`config.mk`:
```
export PLATFORM = sky130hd
export DESIGN_NAME = pipe_stage_skid
export DESIGN_NICKNAME = d
export VERILOG_FILES = /design/src/rtl/pipe_stage_skid.sv
export SDC_FILE = /design/constraint.sdc
export NUM_CORES = 1
export LEC_CHECK = 0
export ABC_CLOCK_PERIOD_IN_PS = 1200
export CAP_MARGIN = 20
export CORE_MARGIN = 2
export CORE_UTILIZATION = 41
export DETAILED_ROUTE_END_ITERATION = 16
export PLACE_DENSITY = 0.77
export SETUP_SLACK_MARGIN = 0.3
export SLEW_MARGIN = 20
export SYNTH_ARGS = -nofsm -noshare
export SYNTH_HDL_FRONTEND = slang
export SYNTH_SLANG_ARGS = --single-unit
export TNS_END_PERCENT = 10
```
`constraint.sdc`:
```
create_clock -name clk -period 1.2 [get_ports clk]
set_input_delay 0.18 -clock clk [delete_from_list [all_inputs] [get_ports clk]]
set_output_delay 0.18 -clock clk [all_outputs]
set_load 0.1 [all_outputs]
```
`src/rtl/pipe_stage_skid.sv`:
```
// Inter-stage pipeline register with valid/ready handshake, 2-entry skid buffer and sync flush.
// Optional perf counters (stall/bubble) are built when PIPE_PERF_EN is defined.
module pipe_stage_skid #(
  parameter int unsigned PAYLOAD_W = 40,
  parameter bit          RST_CLEAR = 1'b1,
  parameter int unsigned CNT_W     = 16
) (
  input  logic                 clk,
  input  logic                 reset,
  input  logic                 flush,
  input  logic                 in_valid,
  output logic                 in_ready,
  input  logic [PAYLOAD_W-1:0] in_payload,
  output logic                 out_valid,
  input  logic                 out_ready,
  output logic [PAYLOAD_W-1:0] out_payload,
  output logic [1:0]           occupancy,
  output logic [CNT_W-1:0]     stall_cnt,
  output logic [CNT_W-1:0]     bubble_cnt
);

  typedef enum logic [1:0] {
    StEmpty = 2'd0,
    StOne   = 2'd1,
    StTwo   = 2'd2
  } state_e;

  state_e               state_q, state_d;
  logic [PAYLOAD_W-1:0] m_q, m_d;
  logic [PAYLOAD_W-1:0] s_q, s_d;
  logic                 in_ready_q;
  logic                 accept, deliver;

  assign in_ready    = in_ready_q;
  assign out_valid   = (state_q != StEmpty);
  assign out_payload = m_q;
  assign occupancy   = state_q;
  assign accept      = in_valid & in_ready_q;
  assign deliver     = out_valid & out_ready;

  always_comb begin
    state_d = state_q;
    m_d     = m_q;
    s_d     = s_q;
    unique case (state_q)
      StEmpty: begin
        if (accept) begin
          m_d     = in_payload;
          state_d = StOne;
        end
      end
      StOne: begin
        if (accept && deliver) begin
          m_d = in_payload;
        end else if (accept) begin
          s_d     = in_payload;
          state_d = StTwo;
        end else if (deliver) begin
          state_d = StEmpty;
        end
      end
      StTwo: begin
        if (deliver) begin
          m_d     = s_q;
          state_d = StOne;
        end
      end
      default: state_d = StEmpty;
    endcase
    // A same-cycle deliver has already been seen downstream; only held entries are killed.
    if (flush) begin
      state_d = StEmpty;
      if (RST_CLEAR) begin
        m_d = '0;
        s_d = '0;
      end
    end
  end

  always_ff @(posedge clk) begin
    if (reset) begin
      state_q    <= StEmpty;
      in_ready_q <= 1'b1;
      if (RST_CLEAR) begin
        m_q <= '0;
        s_q <= '0;
      end
    end else begin
      state_q    <= state_d;
      // Flopped from next state so in_ready never depends combinationally on out_ready.
      in_ready_q <= (state_d != StTwo);
      m_q        <= m_d;
      s_q        <= s_d;
    end
  end

`ifdef PIPE_PERF_EN
  logic [CNT_W-1:0] stall_q, bubble_q;

  always_ff @(posedge clk) begin
    if (reset) begin
      stall_q  <= '0;
      bubble_q <= '0;
    end else begin
      if (out_valid && !out_ready && (stall_q != {CNT_W{1'b1}})) begin
        stall_q <= stall_q + CNT_W'(1);
      end
      if (!out_valid && (bubble_q != {CNT_W{1'b1}})) begin
        bubble_q <= bubble_q + CNT_W'(1);
      end
    end
  end

  assign stall_cnt  = stall_q;
  assign bubble_cnt = bubble_q;
`else
  assign stall_cnt  = '0;
  assign bubble_cnt = '0;
`endif

endmodule

```
# [Yosys cells after proc, flatten, opt, wreduce, memory -nomap -nowiden]
# Index checks and enable logic that the tools add are counted.
[word_totals] reg_bits=83 latch_bits=0 mem_bits_rw=0 romBits=0 in_bits=45 elab_cells=31 memories=0
[op_classes] add_sub_neg=0 mul=0 div=0 magnitude_cmp=0 eq_ne=6 shifts=0 muxes=11 n_bitwise=3 reduce_logical=7
[op_table] cell="40-bit two-way mux" count=3
[op_table] cell="40-bit one-hot mux with 3 select lines" count=1
[op_table] cell="2-bit two-way mux" count=6
[op_table] cell="2-bit != test, second input constant" count=4
[op_table] cell="2-bit one-hot mux with 3 select lines" count=1
[op_table] cell="4-bit AND reduction" count=1
[op_table] cell="3-bit AND reduction" count=1
[op_table] cell="3-bit nonzero test" count=1
[op_table] cell="1-bit AND" count=2
[op_table] cell="2-bit by 1-bit equality test with 1-bit output, second input constant" count=1
[op_table] cell="2-bit equality test, second input constant" count=1
[op_table] cell="2-bit zero test" count=1
[op_table] cell="2-bit nonzero test" count=1
[op_table] cell="2-bit OR reduction" count=1
[op_table] cell="1-bit logical AND" count=1
[op_table] cell="1-bit inverter" count=1

# [Depth between registers and ports, before layout]
# Gate-level depths: netlist of run 1.
[logic_depth] ltp_word=8 depth_mapped=6 mapped_depth_nobuf=4

# [Least setup slack after synthesis of run 1]
# Ideal clock, no wire load.
[synth_path] path_type="reg-to-reg" startpoint="register in_ready_q, in the netlist in_ready" endpoint="register s_q[0]" setup_ps=132 t_arrival_ps=2091 t_required_ps=1068 slack_ps=-1023 stages_incl_launch_ff=7 n_path_buf=2 synth_period_minus_slack_ps=2223 path_cell_list="dfxtp_1 nand2_1 or3_1 clkbuf_1 buf_2 nand2_1 a21oi_1"
[synth_via] elab_chain_cells=4
[synth_rtl] element="from (decl)" line="31" source="logic in_ready_q;"
[synth_rtl] element="from (signal assigned)" line="91" source="in_ready_q <= (state_d != StTwo);"
[synth_rtl] element="1-bit AND *" line="38" source="assign accept = in_valid & in_ready_q;"
[synth_rtl] element="1-bit logical AND" line="53" source="if (accept && deliver) begin"
[synth_rtl] element="1-bit inverter (no line)"
[synth_rtl] element="3-bit AND reduction (no line) *"
[synth_rtl] element="to (signal assigned)" line="86" source="s_q <= '0;"
[synth_rtl] element="to (signal assigned)" line="93" source="s_q <= s_d;"
[synth_rtl] element="to (decl)" line="30" source="logic [PAYLOAD_W-1:0] s_q, s_d;"
# Every way passes the cells marked *; elsewhere a longest branch is shown, timed or not.
# A chain may end at the register's enable or synchronous reset.

# [Final worst setup path of run 1]
[layout_path] startpoint="register state_q[0], in the netlist occupancy[0]" endpoint="register s_q[23]"
[layout_via] elab_chain_cells=5 word_cells_on_any_way=6
[layout_rtl] element="from (decl)" line="28" source="state_e state_q, state_d;"
[layout_rtl] element="from (signal assigned)" line="82" source="state_q <= StEmpty;"
[layout_rtl] element="from (signal assigned)" line="89" source="state_q <= state_d;"
[layout_rtl] element="2-bit nonzero test" line="35" source="assign out_valid = (state_q != StEmpty);"
[layout_rtl] element="1-bit AND" line="39" source="assign deliver = out_valid & out_ready;"
[layout_rtl] element="1-bit logical AND" line="53"
[layout_rtl] element="1-bit inverter (no line)"
[layout_rtl] element="3-bit AND reduction (no line) *"
# Marks and branches as above.

==> key figures, run 1 <==
Synth
  • Synth cell types: 23
  • Cell area after synthesis: between 0.003 and 0.004 mm2
  • Adder-Cell Fraction of Synth Area: 0%
  • Sequential area share after synthesis: 47.2%
  • Largest family of logic cells by synthesized area: compound AO/OA/AOI/OAI gates
  • Synth Area in Compound Gates: between 10% and 20%
  • Syn Area/Cell: just under 9 um2
  • Top_reg_cell synth: dfxtp_1
  • #FFs+latches synth: 83
  • Number of synthesized flops with an enable pin: 0
  • Fraction of registers with async set or reset after synthesis: 0%
  • Post-Synth XOR/XNOR Area: 0%
  • Synth Warn #: 0
  • Mapped Cells: approximately 400
  • Synth Area in Simple Gates: a little over a tenth
  • Portion of netlist area occupied by mux cells: between 10% and 20%

Worst setup path
  • Buf/Inv on CP: 4
  • Worst Path Required: 1.48 ns
  • Worst-path fanout max: 7
  • R2R Path End: s_q[23]
  • Cell count of the worst reg-to-reg path: 8
  • Crit-path leading delay family: buffers and inverters
  • Cell mode on critical path: buf_6
  • Worst reg2reg startpoint: occupancy[0]
  • Cells along the critical path: buf_6, nand2b_4, buf_6, nor3_4, buf_6, clkbuf_16, nand2_2, a21oi_2
  • CP Capture Type: register
  • Arrival time at the worst endpoint: between 1.5 and 2 ns
  • R2r setup slk: -0.24 ns
  • CP peak stage delay: around 0.38 ns
  • Crit path kind: reg -> reg
  • Startpoint types: register
  • Slowest stage cell, crit path: dfxtp_4
  • Worst setup path startpoint: occupancy[0]

CTS
  • CTS sink cnt: 83
  • Maximum root-to-sink buffer count: 2
  • CTS Buf Count: 9
  • # hold bufs at CTS: 0
  • CTS clk-pin slew, worst paths: around 0.090 ns
  • CTS Root Cell: clkbuf_8
  • H-tree depth: 3
  • Clk Latency, worst-skew pair: between 0.3 and 0.4 ns
  • CTS tree: yes

Drt
  • DRC violations left: 0
  • Total wire length: roughly 10 mm
  • DR pass1 iterations: 4
  • Avg Vias per Cell: a little over 5
  • Antenna Nets Post-Route: 0
  • Drt initial violations: 130
  • Avg WL per Cell: 16.2 um
  • DR vias: ~3,200

Pwr
  • Sequential power share: between 40% and 50%
  • Psw: about 2400 uW
  • VDD IR-drop max: ~0.75 mV
  • Total design power: 6990 uW
  • Pleak: roughly 0.0024 uW
  • Gate power share: between 20% and 30%
  • Pwr Density: ~1200 mW/mm2
  • Switching Share: roughly a third
  • P_int: roughly 4600 uW
  • Clock network power share: approximately a third

STA
  • Final worst setup slack: -0.240 ns
  • Worst hold margin: roughly 0.32 ns
  • Skew final: about 0.0087 ns
  • Final setup fails: 85
  • Fmax: between 600 and 700 MHz
  • Min cycle time layout: about 1.4 ns
  • Hold Fails Final Rpt: 0
  • Fin crit share: 120%
  • Slew Viols, Final: 0
  • RSZ-0062 raised after global routing: true

GRT
  • Initial antenna violation count: 0
  • Busiest grt layer: met2
  • Global Route met2 Usage: a little over a third
  • Met3 Usage GRT: roughly 5.3%
  • First-pass GRT wire length: around 15 mm
  • Pin count of the biggest net entering global routing: 41
  • Vias in the first global route: about 3,200
  • GRT overflow: 0
  • Met1 Use GR: between 20% and 30%
  • Tot GR Track Use: about 20%

Cells and area
  • Layout overhead on the synthesized area: 61.7%
  • Ant. Diodes: 0
  • Multi-input combinational cell area: approximately 0.0018 mm2
  • Fin util: ~69%
  • Fill cells: around 600
  • Nets: roughly 550
  • Share of cells above drive strength 1: 29.6%
  • FF/Latch Area: about 0.0017 mm2

Floorplan
  • Core Area: between 0.008 and 0.009 mm2
  • Height of the die: a little under 100 um
  • Die area: about 0.0093 mm2
  • Starting density of the core: a little over two fifths
  • Die width: a little under 100 um
  • Boundary Pins: around 120
  • Row count: 33

Run status
  • Status: finished with violations
  • Failing checks: setup timing

Flow run
  • MaxCap Viol Count: 0

Hold path
  • Hold Crit Class: in -> reg
  • Hold_sp: out_ready
  • Hold endpoint: in_ready
  • WHS Path Cells: 3

Place
  • Dpl hpwl: about 6.0 mm
  • Routability cong.: ~0.73
  • Worst slack, placed: -0.540 ns
  • Port bufs: 88
[stage by stage]
stage / TNS, ns / std cells / instance area [um2]
global placement: -35.42 / 588 / 4930
CTS: -10.38 / 612 / 5390
floorplan: -22.03 / 438 / 3700
detailed placement: -39.77 / 588 / 4930
finish: -13.58 / 618 / 5690
global route: -18.93 / 618 / 5690
[what timing repair did]
action,in CTS,in global routing
pin swaps,11,35
setup buffers,4,2
setup endpoints to repair,127,127
gates resized for setup,29,54
cloned,5,4
[per-layer routing]
| layer | wire length (um) | vias up |
|---|---|---|
| met2 | 5270 | 111 |
| met5 | 0 | - |
| met3 | 488 | 15 |
| li1 | - | 1515 |
| met1 | 4090 | 1519 |
| met4 | 134 | 0 |
[sequential cells by signal (all words and copies together) (netlist names)]
name,cells
out_payload,40
s_q,40
occupancy,2
in_ready,1
[worst max path at each step]
stage                           end  cells after the start
floorplan                    s_q[0]                      6
global placement    out_payload[22]                      6
detailed placement  out_payload[37]                      6
CTS                       out_valid                      3
global route                 s_q[1]                      8
finish                      s_q[23]                      8
[cells in the final DEF, fill, tap and decap left out, types with 2 or more instances in the layout]
master,netlist,final
buf_8,0,3
buf_16,0,3
nand2b_4,0,2
clkbuf_8,0,9
nand2_1,82,68
dfxtp_1,83,80
a21oi_1,80,52
nand2_2,0,9
clkdlybuf4s50_1,0,42
a21oi_2,0,28
o21ai_1,40,38
buf_6,4,12
buf_12,0,51
clkbuf_16,0,3
dfxtp_4,0,3
nand2_4,0,5
o21ai_2,0,2
bufinv_16,0,2
conb_1,1,32
mux2i_1,41,40
buf_4,32,7
[synth_stat cells (2+ instances only)]
cell	instances	share of area [%]
clkbuf_1	11	1.2
o21ai_1	40	5.7
buf_2	17	2.4
nand2_1	82	8.8
a21oi_1	80	11
mux2i_1	41	12
nor2_1	2	0.21
buf_4	32	6.8
nand2b_1	2	0.36
or2_2	2	0.36
dfxtp_1	83	47
buf_6	4	1.3
[worst reg2reg max path, cell delays in order, from the launching register on]
cell and delay, ns:
dfxtp_4 0.38, buf_6 0.11, nand2b_4 0.05, buf_6 0.11
nor3_4 0.16, buf_6 0.19, clkbuf_16 0.19, nand2_2 0.06
a21oi_2 0.11
[area by class of cell]
type | instances | share of cell area [%]
clock inverter | 6 | 1.58
multi-input combinational | 290 | 31.3
sequential | 83 | 29.4
clock buffer | 9 | 2.18
tap | 105 | 2.31
timing repair buffer | 124 | 33.2
inverter | 1 | 0.0660
[power groups by stage]
| stage | Clock (uW) | Sequential, uW | Combinational, uW |
|---|---|---|---|
| global route | 2360 | 2910 | 1960 |
| floorplan | 0 | 3400 | 802 |
| CTS | 2230 | 2900 | 1840 |
| global placement | 0 | 2960 | 1710 |
| detailed placement | 0 | 2960 | 1720 |
| finish | 2190 | 2900 | 1900 |
[logic make-up after synthesis]
| logic type | Yosys count |
|---|---|
| simple gates | 93 |
| flops | 83 |
| mux | 41 |
| other cells | 1 |
| compound gates | 124 |
| buf+inv | 65 |
Power figures use the tool's default switching activity.
==> run 2: changes to the inputs <==
--- a/config.mk
+++ b/config.mk
@@ -9,9 +9,12 @@
 export CAP_MARGIN = 20
 export CORE_MARGIN = 2
 export CORE_UTILIZATION = 41
+export CTS_CLUSTER_SIZE = 20
 export DETAILED_ROUTE_END_ITERATION = 16
+export GPL_ROUTABILITY_DRIVEN = 1
 export PLACE_DENSITY = 0.77
 export SETUP_SLACK_MARGIN = 0.3
+export SKIP_CTS_REPAIR_TIMING = 1
 export SLEW_MARGIN = 20
 export SYNTH_ARGS = -nofsm -noshare
 export SYNTH_HDL_FRONTEND = slang
==> run 2 against run 1 <==
Clock power hardly changed. Maximum frequency shrank 0.44%. Critical path type unchanged. Non-clock buffer count is 2 lower. Die area stayed put. Clock skew rose by 0.0037 ns. Sequential power about the same. Highest routed layer unchanged. Design area grew 0.51%. Register-to-register slack about the same. The run still ends with setup timing left. Cell count decreased by 0.32%.
==> key figures, run 2 (synthesis gave the netlist of run 1 again) <==
Cells and area
  • Commonest non-fill, non-tap cell in the layout: dfxtp_1
  • Layout overhead on the synthesized area: 62.5%
  • Share of cells above drive strength 1: about a third
  • Nets: about 550
  • Ant. Diodes: 0
  • Most frequent cells in the layout: dfxtp_1, nand2_1, buf_12, a21oi_1, clkdlybuf4s50_1

Worst setup path
  • Worst-path fanout max: 6
  • CP Capture Type: register
  • Worst Path Required: 1.47 ns
  • Crit path kind: reg -> reg
  • Arrival time at the worst endpoint: around 1.7 ns
  • Startpoint types: register

Floorplan
  • Boundary Pins: about 120
  • Die area: 0.00934 mm2
  • Core Area: ~0.0083 mm2
  • Height of the die: around 97 um
  • Starting density of the core: a little over two fifths
  • Row count: 33
  • Die width: slightly below 100 um

Pwr
  • Total design power: 7020 uW
  • Psw: about 2400 uW
  • Pwr Density: around 1200 mW/mm2
  • Gate power share: a little over a quarter
  • Clock network power share: a little under a third
  • Pleak: between 0.002 and 0.0025 uW
  • VDD IR-drop max: between 0.6 and 0.7 mV
  • Switching Share: between 30% and 40%
  • Sequential power share: 41.5%
  • P_int: between 4000 and 5000 uW

STA
  • Worst hold margin: roughly 0.40 ns
  • Slew Viols, Final: 0
  • Final setup fails: between 80 and 90
  • Skew final: about 0.012 ns
  • Min cycle time layout: roughly 1.4 ns
  • Fmax: around 690 MHz
  • Hold Fails Final Rpt: 0
  • Fin crit share: 120%
  • Final worst setup slack: -0.246 ns
  • RSZ-0062 raised after global routing: true

Drt
  • Avg WL per Cell: 16.9 um
  • DRC violations left: 0
  • Total wire length: ~10 mm
  • Drt initial violations: 189
  • Avg Vias per Cell: ~5.2
  • Antenna Nets Post-Route: 0
  • DR vias: about 3,200
  • DR pass1 iterations: 5

Place
  • Dpl hpwl: about 6.0 mm
  • Port bufs: a little under 90
  • Worst slack, placed: -0.540 ns
  • Routability cong.: around 0.73

CTS
  • CTS tree: yes
  • Maximum root-to-sink buffer count: 2
  • CTS Root Cell: clkbuf_8
  • Clk Latency, worst-skew pair: approximately 0.35 ns
  • CTS Buf Count: 9
  • H-tree depth: 3
  • CTS sink cnt: 83
  • CTS clk-pin slew, worst paths: 0.09 ns

GRT
  • Tot GR Track Use: 18.6%
  • GRT overflow: 0
  • Pin count of the biggest net entering global routing: roughly 60
  • Vias in the first global route: 3,059
  • First-pass GRT wire length: between 10 and 15 mm
  • Initial antenna violation count: 0

Run status
  • Failing checks: setup timing
  • Status: finished with violations

Flow run
  • MaxCap Viol Count: 0

Hold path
  • Hold Crit Class: in -> reg
[run 2: cell types whose count changed in the layout (fill, tap and decap cells not counted), moves of 3 or more]
cell / previous run / this run
clkbuf_16: 3 / 7
o21ai_1: 38 / 27
a21oi_2: 28 / 32
buf_16: 3 / 0
nand2_2: 9 / 14
nand2_1: 68 / 64
a21oi_1: 52 / 48
o21ai_4: 0 / 4
o21ai_2: 2 / 9
[run 2: layer usage]
layer  vias up  track usage [%]  routed length [um]
li1       1515                -                   -
met1      1534             21.9                4140
met2       135             33.7                5580
met3        14             5.20                 576
met4         0             3.90                 125
met5         -                0                   0
[run 2: area by class of cell]
class	count	area, um2
Fill cell	600	2540
Inverter	1	3.75
Timing Repair Buffer	122	1840
Multi-Input combinational cell	290	1850
Sequential cell	83	1670
Tap cell	105	131
Clock inverter	6	90.1
Clock buffer	9	124
[run 2: worst max-delay path, stage by stage (launching register included)]
cell      delay, ns
dfxtp_4        0.38
buf_6          0.10
nand2b_4       0.05
buf_6          0.11
nor3_4         0.16
buf_6          0.19
buf_6          0.15
nand2_1        0.06
a21oi_1        0.15
[run 2: path summary, 6_finish.rpt]
kind,startpoint,to,slack [ns],depth (start not counted)
hold reg to reg,s_q[11],s_q[11],0.47,2
hold / removal,in_payload[38],s_q[38],0.40,3
setup reg to reg,occupancy[0],s_q[39],-0.25,8
setup / recovery,occupancy[0],s_q[39],-0.25,8
[run 2: power groups by stage]
stage,Sequential [uW],Clock [uW],Combinational (uW)
after floorplan,3400,0,802
after global placement,2960,0,1710
after detailed placement,2960,0,1720
after CTS,2900,2230,1730
after global routing,2920,2350,1980
final,2910,2180,1930
[run 2: stage by stage]
step	utilization (%)	setup TNS (ns)	instance area [um2]	std cells
after floorplan	-	-22.03	3700	438
after global placement	59.7	-35.42	4930	588
after detailed placement	59.7	-39.77	4930	588
after CTS	62.3	-12.50	5150	603
after global routing	69.2	-19.38	5720	616
final	69.2	-14.87	5720	616
==> run 3: changes to the inputs <==
--- a/config.mk
+++ b/config.mk
@@ -7,6 +7,7 @@
 export LEC_CHECK = 0
 export ABC_CLOCK_PERIOD_IN_PS = 1200
 export CAP_MARGIN = 20
+export CORE_ASPECT_RATIO = 0.75
 export CORE_MARGIN = 2
 export CORE_UTILIZATION = 41
 export CTS_CLUSTER_SIZE = 20
==> run 3 against run 2 <==
The run still ends with setup timing left. Worst hold slack worse by 0.14 ns. Count of clock-buffer cells in the layout rose by 4. Worst setup slack better by 0.027 ns. Clock power rose by 30%. Register-to-register slack gained 0.06 ns. Critical path type is now reg -> out. Largest cell class is now buffers. Largest power group unchanged.
==> key figures, run 3 (synthesis gave the netlist of run 1 again) <==
GRT
  • Tot GR Track Use: 19.4%
  • Vias in the first global route: 3,012
  • Initial antenna violation count: 0
  • First-pass GRT wire length: between 10 and 15 mm
  • GRT overflow: 0
  • Pin count of the biggest net entering global routing: 53

Drt
  • Avg Vias per Cell: between 5 and 6
  • Avg WL per Cell: approximately 16 um
  • Antenna Nets Post-Route: 0
  • DRC violations left: 0
  • DR vias: about 3,200
  • Total wire length: between 9 and 10 mm
  • Drt initial violations: just under 100
  • DR pass1 iterations: 4

CTS
  • H-tree depth: 3
  • CTS sink cnt: 83
  • CTS tree: yes
  • Maximum root-to-sink buffer count: 2
  • CTS Buf Count: 9
  • CTS clk-pin slew, worst paths: 0.06 ns
  • CTS Root Cell: clkbuf_16
  • Clk Latency, worst-skew pair: about 0.33 ns

Floorplan
  • Die area: between 0.009 and 0.01 mm2
  • Height of the die: around 84 um
  • Row count: 29
  • Die width: about 110 um
  • Boundary Pins: 121
  • Starting density of the core: between 40% and 50%
  • Core Area: around 0.0084 mm2

Flow run
  • MaxCap Viol Count: 0

STA
  • Fmax: roughly 700 MHz
  • RSZ-0062 raised after global routing: true
  • Hold Fails Final Rpt: 0
  • Final setup fails: 85
  • Setup tns final: -10.91 ns
  • Skew final: around 0.0092 ns
  • Final worst setup slack: -0.219 ns
  • Min cycle time layout: ~1.4 ns
  • Slew Viols, Final: 0
  • Fin crit share: 118%

Worst setup path
  • Worst Path Required: 1.02 ns
  • Worst reg2reg startpoint: occupancy[1]
  • Arrival time at the worst endpoint: 1.24 ns
  • Worst-path fanout max: 4
  • Startpoint types: register
  • R2r setup slk: -0.19 ns
  • CP Capture Type: output port
  • Crit path kind: reg -> out
  • Cell count of the worst reg-to-reg path: 6
  • R2R Path End: out_payload[5]

Pwr
  • Total design power: about 7600 uW
  • Pwr Density: about 1400 mW/mm2
  • Pleak: between 0.002 and 0.0025 uW
  • VDD IR-drop max: just under 0.9 mV

Place
  • Worst slack, placed: -0.558 ns
  • Routability cong.: between 0.7 and 0.8
  • Port bufs: around 90
  • Inst Count DP: 591
  • Dpl hpwl: just over 6 mm

Cells and area
  • Commonest non-fill, non-tap cell in the layout: dfxtp_1
  • Non-Filler Instances: about 620
  • Share of cells above drive strength 1: roughly a quarter
  • Layout overhead on the synthesized area: 58.2%
  • Ant. Diodes: 0
  • Most frequent cells in the layout: dfxtp_1, a21oi_1, nand2_1, buf_12, clkdlybuf4s50_1
  • Nets: 550
  • Fin util: approximately two thirds

Hold path
  • WHS Path Cells: 2
  • Hold Crit Class: in -> reg
  • Hold endpoint: in_ready
  • Hold_sp: out_ready

Run status
  • Status: finished with violations
  • Failing checks: setup timing
## run 3: per-layer routing
| layer | share of wire (%) | global-route usage (%) |
|---|---|---|
| met1 | 45 | 25.1 |
| met2 | 47 | 31.2 |
| met3 | 7.2 | 7.65 |
| met4 | 0.43 | 3.64 |
| met5 | 0 | 0 |
## run 3: cell type report
cell class | count | area [um2]
fill | 642 | 2820
multi-input combinational | 290 | 1660
clock buffer | 13 | 272
sequential | 83 | 1670
timing repair buffer | 120 | 1780
clock inverter | 2 | 35.0
inverter | 1 | 3.75
tap | 108 | 135
## run 3: worst max path at each step
stage / from / to / slack (ns)
finish: occupancy[1] / out_valid / -0.22
global route: occupancy[1] / out_payload[2] / -0.28
CTS: occupancy[1] / out_valid / -0.36
detailed placement: out_ready / s_q[16] / -0.56
global placement: in_valid / out_payload[18] / -0.49
floorplan: occupancy[1] / s_q[0] / -0.28
## run 3: where the power goes
group          internal (uW)  switching [uW]
registers               2830            82.4
logic                    577            1250
clock network           1780            1050
total                   5180            2380
## run 3: stage by stage
step,hold WS [ns],instance area (um2)
CTS,0.427,5260
detailed placement,0.451,4950
global placement,0.447,4950
floorplan,0.293,3700
global route,0.280,5560
finish,0.264,5560
## run 3: critical path, stage by stage, from the launching register on
cell and delay (ns):
dfxtp_4 0.38, buf_6 0.13, or2_4 0.23, buf_12 0.16
